`config.mk`:
```
export PLATFORM = sky130hd
export DESIGN_NAME = fetch_unit
export DESIGN_NICKNAME = d
export VERILOG_FILES = /design/src/rtl/fetch_unit.sv
export SDC_FILE = /design/constraint.sdc
export NUM_CORES = 1
export LEC_CHECK = 0
export CAP_MARGIN = 15
export CELL_PAD_IN_SITES_DETAIL_PLACEMENT = 0
export CELL_PAD_IN_SITES_GLOBAL_PLACEMENT = 1
export CORE_ASPECT_RATIO = 1.4
export CORE_MARGIN = 1.5
export CORE_UTILIZATION = 25
export CTS_CLUSTER_DIAMETER = 30
export DETAILED_ROUTE_END_ITERATION = 7
export PLACE_DENSITY_LB_ADDON = 0.1
export SYNTH_ARGS = -nofsm -noshare
export SYNTH_HDL_FRONTEND = slang
export SYNTH_SLANG_ARGS = --single-unit
```
`constraint.sdc`:
```
create_clock -name clk -period 4 [get_ports clk]
set_input_delay 0.8 -clock clk [delete_from_list [all_inputs] [get_ports clk]]
set_output_delay 0.8 -clock clk [all_outputs]
set_load 0.01 [all_outputs]
```
`src/rtl/fetch_unit.sv`:
```
// Instruction fetch stage: issues one word-aligned read at a time, buffers
// returned words with their PC, and hands them to decode over valid/ready.
module fetch_unit #(
  parameter logic [31:0] RESET_PC  = 32'h0000_0000,
  parameter int          BUF_DEPTH = 2
) (
  input  logic        clk,
  input  logic        rst_n,
  output logic        mem_req_valid,
  input  logic        mem_req_ready,
  output logic [31:0] mem_req_addr,
  input  logic        mem_resp_valid,
  input  logic [31:0] mem_resp_data,
  input  logic        redirect_valid,
  input  logic [31:0] redirect_pc,
  output logic        inst_valid,
  input  logic        inst_ready,
  output logic [31:0] inst,
  output logic [31:0] inst_pc
);

  localparam int PTR_W = (BUF_DEPTH > 1) ? $clog2(BUF_DEPTH) : 1;
  localparam int CNT_W = PTR_W + 1;
  localparam logic [CNT_W-1:0] DEPTH_C = CNT_W'(BUF_DEPTH);

  typedef enum logic [1:0] {
    ST_REQ  = 2'd0,
    ST_WAIT = 2'd1,
    ST_DROP = 2'd2
  } state_e;

  state_e             state_q, state_d;
  logic [31:0]        pc_q, pc_d;
  logic [31:0]        req_pc_q, req_pc_d;
  logic [CNT_W-1:0]   count_q, count_d;
  logic [PTR_W-1:0]   rd_ptr_q, rd_ptr_d;
  logic [PTR_W-1:0]   wr_ptr_q, wr_ptr_d;
  logic [31:0]        buf_inst_q [BUF_DEPTH];
  logic [31:0]        buf_inst_d [BUF_DEPTH];
  logic [31:0]        buf_pc_q   [BUF_DEPTH];
  logic [31:0]        buf_pc_d   [BUF_DEPTH];
  logic [31:0]        inst_q, inst_d;
  logic [31:0]        inst_pc_q, inst_pc_d;

  logic accept;
  logic push;
  logic pop;
  logic unused_redirect_lsbs;

  assign unused_redirect_lsbs = ^redirect_pc[1:0];

  // The in-flight slot is counted against the buffer, so a response always has room.
  assign mem_req_valid = rst_n && (state_q == ST_REQ) && (count_q < DEPTH_C);
  assign mem_req_addr  = pc_q;
  assign inst_valid    = (count_q != '0);
  assign inst          = inst_q;
  assign inst_pc       = inst_pc_q;

  always_comb begin
    accept     = mem_req_valid && mem_req_ready;
    push       = (state_q == ST_WAIT) && mem_resp_valid && !redirect_valid;
    pop        = (count_q != '0) && inst_ready;

    state_d    = state_q;
    pc_d       = pc_q;
    req_pc_d   = req_pc_q;
    count_d    = count_q;
    rd_ptr_d   = rd_ptr_q;
    wr_ptr_d   = wr_ptr_q;
    buf_inst_d = buf_inst_q;
    buf_pc_d   = buf_pc_q;
    inst_d     = inst_q;
    inst_pc_d  = inst_pc_q;

    case (state_q)
      ST_REQ: begin
        if (accept) begin
          req_pc_d = pc_q;
          pc_d     = pc_q + 32'd4;
          state_d  = ST_WAIT;
        end
      end
      ST_WAIT: begin
        if (mem_resp_valid) state_d = ST_REQ;
      end
      ST_DROP: begin
        if (mem_resp_valid) state_d = ST_REQ;
      end
      default: state_d = ST_REQ;
    endcase

    if (push) begin
      buf_inst_d[wr_ptr_q] = mem_resp_data;
      buf_pc_d[wr_ptr_q]   = req_pc_q;
      wr_ptr_d             = wr_ptr_q + 1'b1;
    end
    if (pop) rd_ptr_d = rd_ptr_q + 1'b1;

    if (push && !pop)      count_d = count_q + 1'b1;
    else if (!push && pop) count_d = count_q - 1'b1;

    // A redirect flushes everything; a request already accepted still owes a response.
    if (redirect_valid) begin
      pc_d     = {redirect_pc[31:2], 2'b00};
      count_d  = '0;
      rd_ptr_d = '0;
      wr_ptr_d = '0;
      if (state_q == ST_REQ) state_d = accept ? ST_DROP : ST_REQ;
      else                   state_d = mem_resp_valid ? ST_REQ : ST_DROP;
    end

    // Head registers track the post-update buffer and hold their value when empty.
    if (count_d != '0) begin
      inst_d    = buf_inst_d[rd_ptr_d];
      inst_pc_d = buf_pc_d[rd_ptr_d];
    end
  end

  always_ff @(posedge clk or negedge rst_n) begin
    if (!rst_n) begin
      state_q   <= ST_REQ;
      pc_q      <= RESET_PC;
      req_pc_q  <= RESET_PC;
      count_q   <= '0;
      rd_ptr_q  <= '0;
      wr_ptr_q  <= '0;
      inst_q    <= '0;
      inst_pc_q <= '0;
      for (int i = 0; i < BUF_DEPTH; i++) begin
        buf_inst_q[i] <= '0;
        buf_pc_q[i]   <= '0;
      end
    end else begin
      state_q    <= state_d;
      pc_q       <= pc_d;
      req_pc_q   <= req_pc_d;
      count_q    <= count_d;
      rd_ptr_q   <= rd_ptr_d;
      wr_ptr_q   <= wr_ptr_d;
      inst_q     <= inst_d;
      inst_pc_q  <= inst_pc_d;
      buf_inst_q <= buf_inst_d;
      buf_pc_q   <= buf_pc_d;
    end
  end

endmodule
```
==> impl_results.md, run 1 <==
- Ports: 168
- Top_reg_cell synth: dfrtp_1
- Final Max Slew Viols: 0
- Post-Synthesis Cells: 1036
- Top Metal Used: met4
- Vias: 9141
- Die width: 185 µm
- Setup-failing EPs final: 0
- Half-perimeter wire length after placement: 23.0 mm
- Metal3 WL: 1.69 mm
- Fin. Hold Viols: 0
- Core area: 45800 µm²
- PD cells: 762 nW/µm²
- Unique masters post-synth: 49
- Clock share of power: 0.414
- Highest clock rate: 324 MHz
- Number of max-cap violations: 0
- CP Launch Type: input port
- Yosys Warn Count: 0
- First-pass GRT wire length: 61.8 mm
- Clock sinks: 258
- Yosys top cell area share: 0.557
- Multi-input gate area: 4780 µm²
- Vias in the first global route: 10000
- M1 WL: 17.5 mm
- Antenna diodes: 0
- Final Wtd Congestion: 0.714
- Initial Utilization: 0.253
- Comb power frac: 0.280
- RSZ-0062 raised after global routing: no
- Sequential cell area: 6460 µm²
- Largest net degree at the start of global routing: 160
- Maximum root-to-sink buffer count: 3
- Yosys reg bits: 258
- Crit Path Class: in -> out
- Register area share after synthesis: 0.557
- Drt total wl: 39.5 mm
- Share of layout cells above drive strength 1: 0.223
- Synth async-reset ratio: 1.00
- Layout area overhead: 39.1%
- Layout fillers: 4677
- Most frequent cells in the layout: 258 x dfrtp_1, 161 x clkdlybuf4s50_1, 127 x mux2_2, 105 x nand2_1, 72 x o31ai_1
- WL per Instance: 21.2 µm
- Power Internal: 8.27 mW
- Pleak: 6.87 nW
- Met2 wire length: 19.7 mm
- Initial antenna violation count: 0
- GRT Total Usage: 0.169
- Minimum clock period: 3.09 ns
- Synth top area cells: dfrtp_1 56%, mux2_2 12%, o221ai_1 4.7%, o31ai_1 4.7%, nand2_1 3.4%
- Post-route total power: 12.3 mW
- DRC Markers: 0
- Slew headroom: 0.371
- Clock slew seen by the registers of the worst setup and hold paths: 0.04 ns
- CP endpoint kind: output pin
- Vias/cell: 4.90
- Final period util: 0.771
- Full die area: 47700 µm²
- Outcome: finished, final reports clean
- FP Rows: 93
- Synth area leader: dfrtp_1
- Post-Syn Area per Cell: 11.2 µm²
- Worst path required time: 3.20 ns
- TritonCTS buffer count: 61
- Worst min path class: reg -> reg
- Worst skew pair latency: 0.58 ns
- # port buffers: 163
- Clk_skew: 0.0179 ns
- NumNets Final: 1272
- Worst hold slack: 0.485 ns
- Initial DRC count: 411
- Chip Height: 258 µm
- DRT Pass-1 Iters: 4
- EDFF count, synth: 0
- Synth Cell Area: 11600 µm²
- Critical Path Fanout Max: 8
- Worst EP arrival: 2.29 ns
- Switching share of total power: 0.327
- Most common cell after layout, fill and taps aside: dfrtp_1
- TritonCTS clock tree: yes
- H-Tree Depth: 2
- Antenna-violating nets left: 0
- GR Overflow Total: 0
- Sw power: 4.02 mW
- Slew @ Worst Pin: 0.943 ns
- Clock tree root driver cell: clkbuf_16
- Fin Setup TNS: 0 ns
- Seq pwr share: 0.306
- Peak supply drop: 0.000401 V
## cell families after synthesis
kind of cell | share of synthesized area
DFF | 0.557
buffers and inverters | 0.0384
xor gates and xnor gates | 0.0113
AOI/OAI and AO/OA | 0.152
and+or+nand+nor | 0.111
muxes | 0.126
adders and majority gates | 0.00432
other | 0.000324
## registers in the layout, summed over array words and instances (netlist names), 2 cells and up
name,count
buf_inst_q,64
mem_req_addr,30
req_pc_q,30
state_q,2
inst_pc,32
inst,32
count_q,2
buf_pc_q,64
## metal layers
layer	GRT usage	vias to the layer above
li1	-	4206
met1	0.213	4679
met2	0.290	209
met3	0.0326	47
met4	0.0479	0
met5	0	-
## power by group through the flow
stage / Sequential, mW / Combinational, mW / Clock [mW]
6_report: 3.76 / 3.44 / 5.09
5_1_grt: 3.85 / 3.81 / 5.35
4_1_cts: 3.78 / 3.52 / 5.20
3_5_place_dp: 3.81 / 3.51 / 0
3_3_place_gp: 3.79 / 3.48 / 0
2_1_floorplan: 3.76 / 1.90 / 0
## stage by stage
step	instances	worst slack, ns	instance area [µm²]	util
2_1_floorplan	1037	1.65	11600	-
3_3_place_gp	1751	0.881	14000	0.305
3_5_place_dp	1751	0.855	14000	0.305
4_1_cts	1865	0.863	16100	0.352
5_1_grt	1865	0.861	16100	0.352
6_report	1865	0.915	16100	0.352
## cell usage after synthesis, types with 3 or more instances
cell and number:
or3_1 8, nor2_1 24, nor2b_1 3, a21oi_1 65
or4_1 12, buf_2 20, nor3_1 64, a31oi_1 17
nand3_1 13, mux2i_1 3, o221ai_1 62, nor4_1 6
xnor2_1 10, clkbuf_1 68, mux2_2 127, nand2_1 106
nand2b_1 3, ha_1 4, and3_1 5, dfrtp_1 258
o21ai_0 28, o31ai_1 72, buf_1 3, inv_1 13
xor2_1 5, nand4_1 9
## path summary, 6_finish.rpt
| check | startpoint | cells after the start | to | slack, ns |
|---|---|---|---|---|
| setup / recovery | rst_n | 4 | mem_req_valid | 0.91 |
| hold / removal | buf_pc_q[0] | 1 | buf_pc_q[0] | 0.49 |
| setup reg to reg | state_q[0] | 6 | mem_req_addr[25] | 1.38 |
| hold reg to reg | buf_pc_q[0] | 1 | buf_pc_q[0] | 0.49 |
| max in group asynchronous | rst_n | 4 | buf_inst_q[43] | 1.69 |
| min in group asynchronous | rst_n | 2 | buf_pc_q[38] | 0.62 |
## worst max-delay path, cell delays in order
cell and delay, ns:
dlygate4sd3_1 0.57, buf_8 0.15, and3_1 0.15, clkdlybuf4s50_1 0.60
## final cells by class
type                       instances  area share
sequential                       258       0.401
multi-input combinational        671       0.296
timing repair buffer             192       0.119
clock buffer                      76       0.104
tap                              617      0.0479
clock inverter                    37      0.0284
inverter                          14     0.00342
## repair_timing
item | CTS | global route
gates resized for setup | 0 | 0
hold buffers | 1 | 0
buffers inserted | 0 | 0
hold endpoints to repair | 4 | 0
Power figures use the tool's default switching activity.
==> inputs of run 2 (changes only) <==
Clock period 4 ns to 2.6 ns, I/O delays scaled along.
==> run 2 against run 1 <==
Effect of this change:
- sequential power up 54%
- power up 55%
- cell area up 3.3%
- critical endpoint unchanged
- setup slack worse by 0.78 ns
- combinational power up 66%
- final cell count up 2.6%
- worst hold slack worse by 0.46 ns
==> impl_results.md, run 2 (synthesis gave the netlist of run 1 again) <==
- Outcome: finished, final reports clean
- Clock sinks: 258
- Worst skew pair latency: 0.59 ns
- Worst r2r src: state_q[1]
- Initial DRC count: 375
- TritonCTS clock tree: yes
- Chip Height: 258 µm
- Critical Path Sink: mem_req_valid
- Most frequent cells in the layout: 258 x dfrtp_1, 159 x clkdlybuf4s50_1, 127 x mux2_2, 105 x nand2_1, 72 x o31ai_1
- H-Tree Depth: 2
- Final Wtd Congestion: 0.725
- Clk_skew: 0.0139 ns
- Pleak: 7.20 nW
- Minimum clock period: 2.46 ns
- Layout area overhead: 43.7%
- DRC Markers: 0
- Vias in the first global route: 10000
- Full die area: 47700 µm²
- # port buffers: 163
- Most common cell after layout, fill and taps aside: dfrtp_1
- Highest clock rate: 406 MHz
- FF-to-FF End: mem_req_addr[28]
- Vias/cell: 4.84
- Setup-failing EPs final: 0
- Crit Path Class: reg -> out
- Post_cts resized: 2
- Largest net degree at the start of global routing: 113
- Layout fillers: 4675
- Crit path from: state_q[1]
- Share of layout cells above drive strength 1: 0.251
- Post-CTS setup buffer count: 0
- Clock slew seen by the registers of the worst setup and hold paths: 0.04 ns
- Multi-input gate area: 4780 µm²
- Core area: 45800 µm²
- Drt total wl: 38.7 mm
- Clock tree root driver cell: clkbuf_16
- Worst hold slack: 0.0232 ns
- Final Max Slew Viols: 0
- Maximum root-to-sink buffer count: 3
- PnR worst setup slack: 0.136 ns
- Fin. Hold Viols: 0
- NumNets Final: 1320
- Initial antenna violation count: 0
- Worst EP arrival: 1.94 ns
- Dpl cell area: 14600 µm²
- CP endpoint kind: output pin
- Top flop regs: buf_inst_q: 64 flops, buf_pc_q: 64 flops
- First-pass GRT wire length: 60.6 mm
- Critical Path Fanout Max: 5
- Ports: 168
- Reg2Reg Depth: 7
- Design area: 16700 µm²
- Vias: 9258
- CP Launch Type: flip-flop
- CTS Hold Bufs: 0
- Half-perimeter wire length after placement: 24.4 mm
- Dpl ws: -0.0595 ns
- Slew @ Worst Pin: 0.887 ns
- TritonCTS buffer count: 61
- Die width: 185 µm
- GR Overflow Total: 0
- DRT Pass-1 Iters: 4
- Final period util: 0.948
- Worst path required time: 2.08 ns
- FP Rows: 93
- Number of max-cap violations: 0
- RSZ-0062 raised after global routing: no
- Peak supply drop: 0.000562 V
- Sequential cell area: 6460 µm²
- Initial Utilization: 0.253
- WL per Instance: 20.2 µm
- GRT Total Usage: 0.165
- Antenna diodes: 0
- Reg2Reg Setup Slack: 0.27 ns
- Worst min path class: in -> async
- Antenna-violating nets left: 0
- PD cells: 1150 nW/µm²
- Slew headroom: 0.409
-- run 2: cell types whose count changed in the layout (fill, tap and decap cells not counted), moves of 2 or more --
cell	before	now
buf_12	5	25
buf_4	24	53
bufinv_16	8	6
clkbuf_1	6	9
clkbuf_8	8	11
clkdlybuf4s50_1	161	159
clkinv_2	11	17
clkinvlp_4	11	4
dlygate4sd2_1	0	2
-- run 2: power by group --
part           switching, mW  internal (mW)
combinational           3.13           2.59
clock                   2.42           5.17
sequential             0.643           5.14
total                   6.20           12.9
-- run 2: cell type report --
type,count,area share
repair buffers,240,0.151
clock inverters,33,0.0216
well taps,617,0.0464
multi-input cells,671,0.287
flip-flops and latches,258,0.388
clock buffers,81,0.103
inverters,14,0.00331
-- run 2: worst min path at each step --
stage | endpoint | startpoint | depth (start not counted) | slack [ns]
floorplan | buf_inst_q[0] | rst_n | 0 | 0.22
global placement | buf_pc_q[1] | buf_pc_q[1] | 1 | 0.47
detailed placement | buf_pc_q[1] | buf_pc_q[1] | 1 | 0.47
CTS | mem_req_addr[21] | rst_n | 2 | 0.02
global route | buf_pc_q[6] | rst_n | 2 | 0.04
finish | buf_pc_q[41] | rst_n | 2 | 0.02
-- run 2: stage by stage --
stage | TNS [ns] | instances | utilization | total power [mW]
2_1_floorplan | 0 | 1037 | - | 8.70
3_3_place_gp | -0.132 | 1800 | 0.318 | 11.6
3_5_place_dp | -0.197 | 1800 | 0.318 | 11.7
4_1_cts | 0 | 1914 | 0.363 | 19.4
5_1_grt | 0 | 1914 | 0.363 | 20.2
6_report | 0 | 1914 | 0.363 | 19.1
-- run 2: worst max-delay path, cell delays in order, from the launching register on --
cell           delay, ns
dfrtp_1             0.35
inv_1               0.11
ha_1                0.25
buf_4               0.17
and3_1              0.16
dlygate4sd2_1       0.33
-- run 2: routing by layer --
metal,share of wire,routed length (µm),track usage
met3,0.049,1900,0.0347
met5,0,0,0
met2,0.50,19200,0.284
met4,0.021,826,0.0501
met1,0.43,16700,0.207
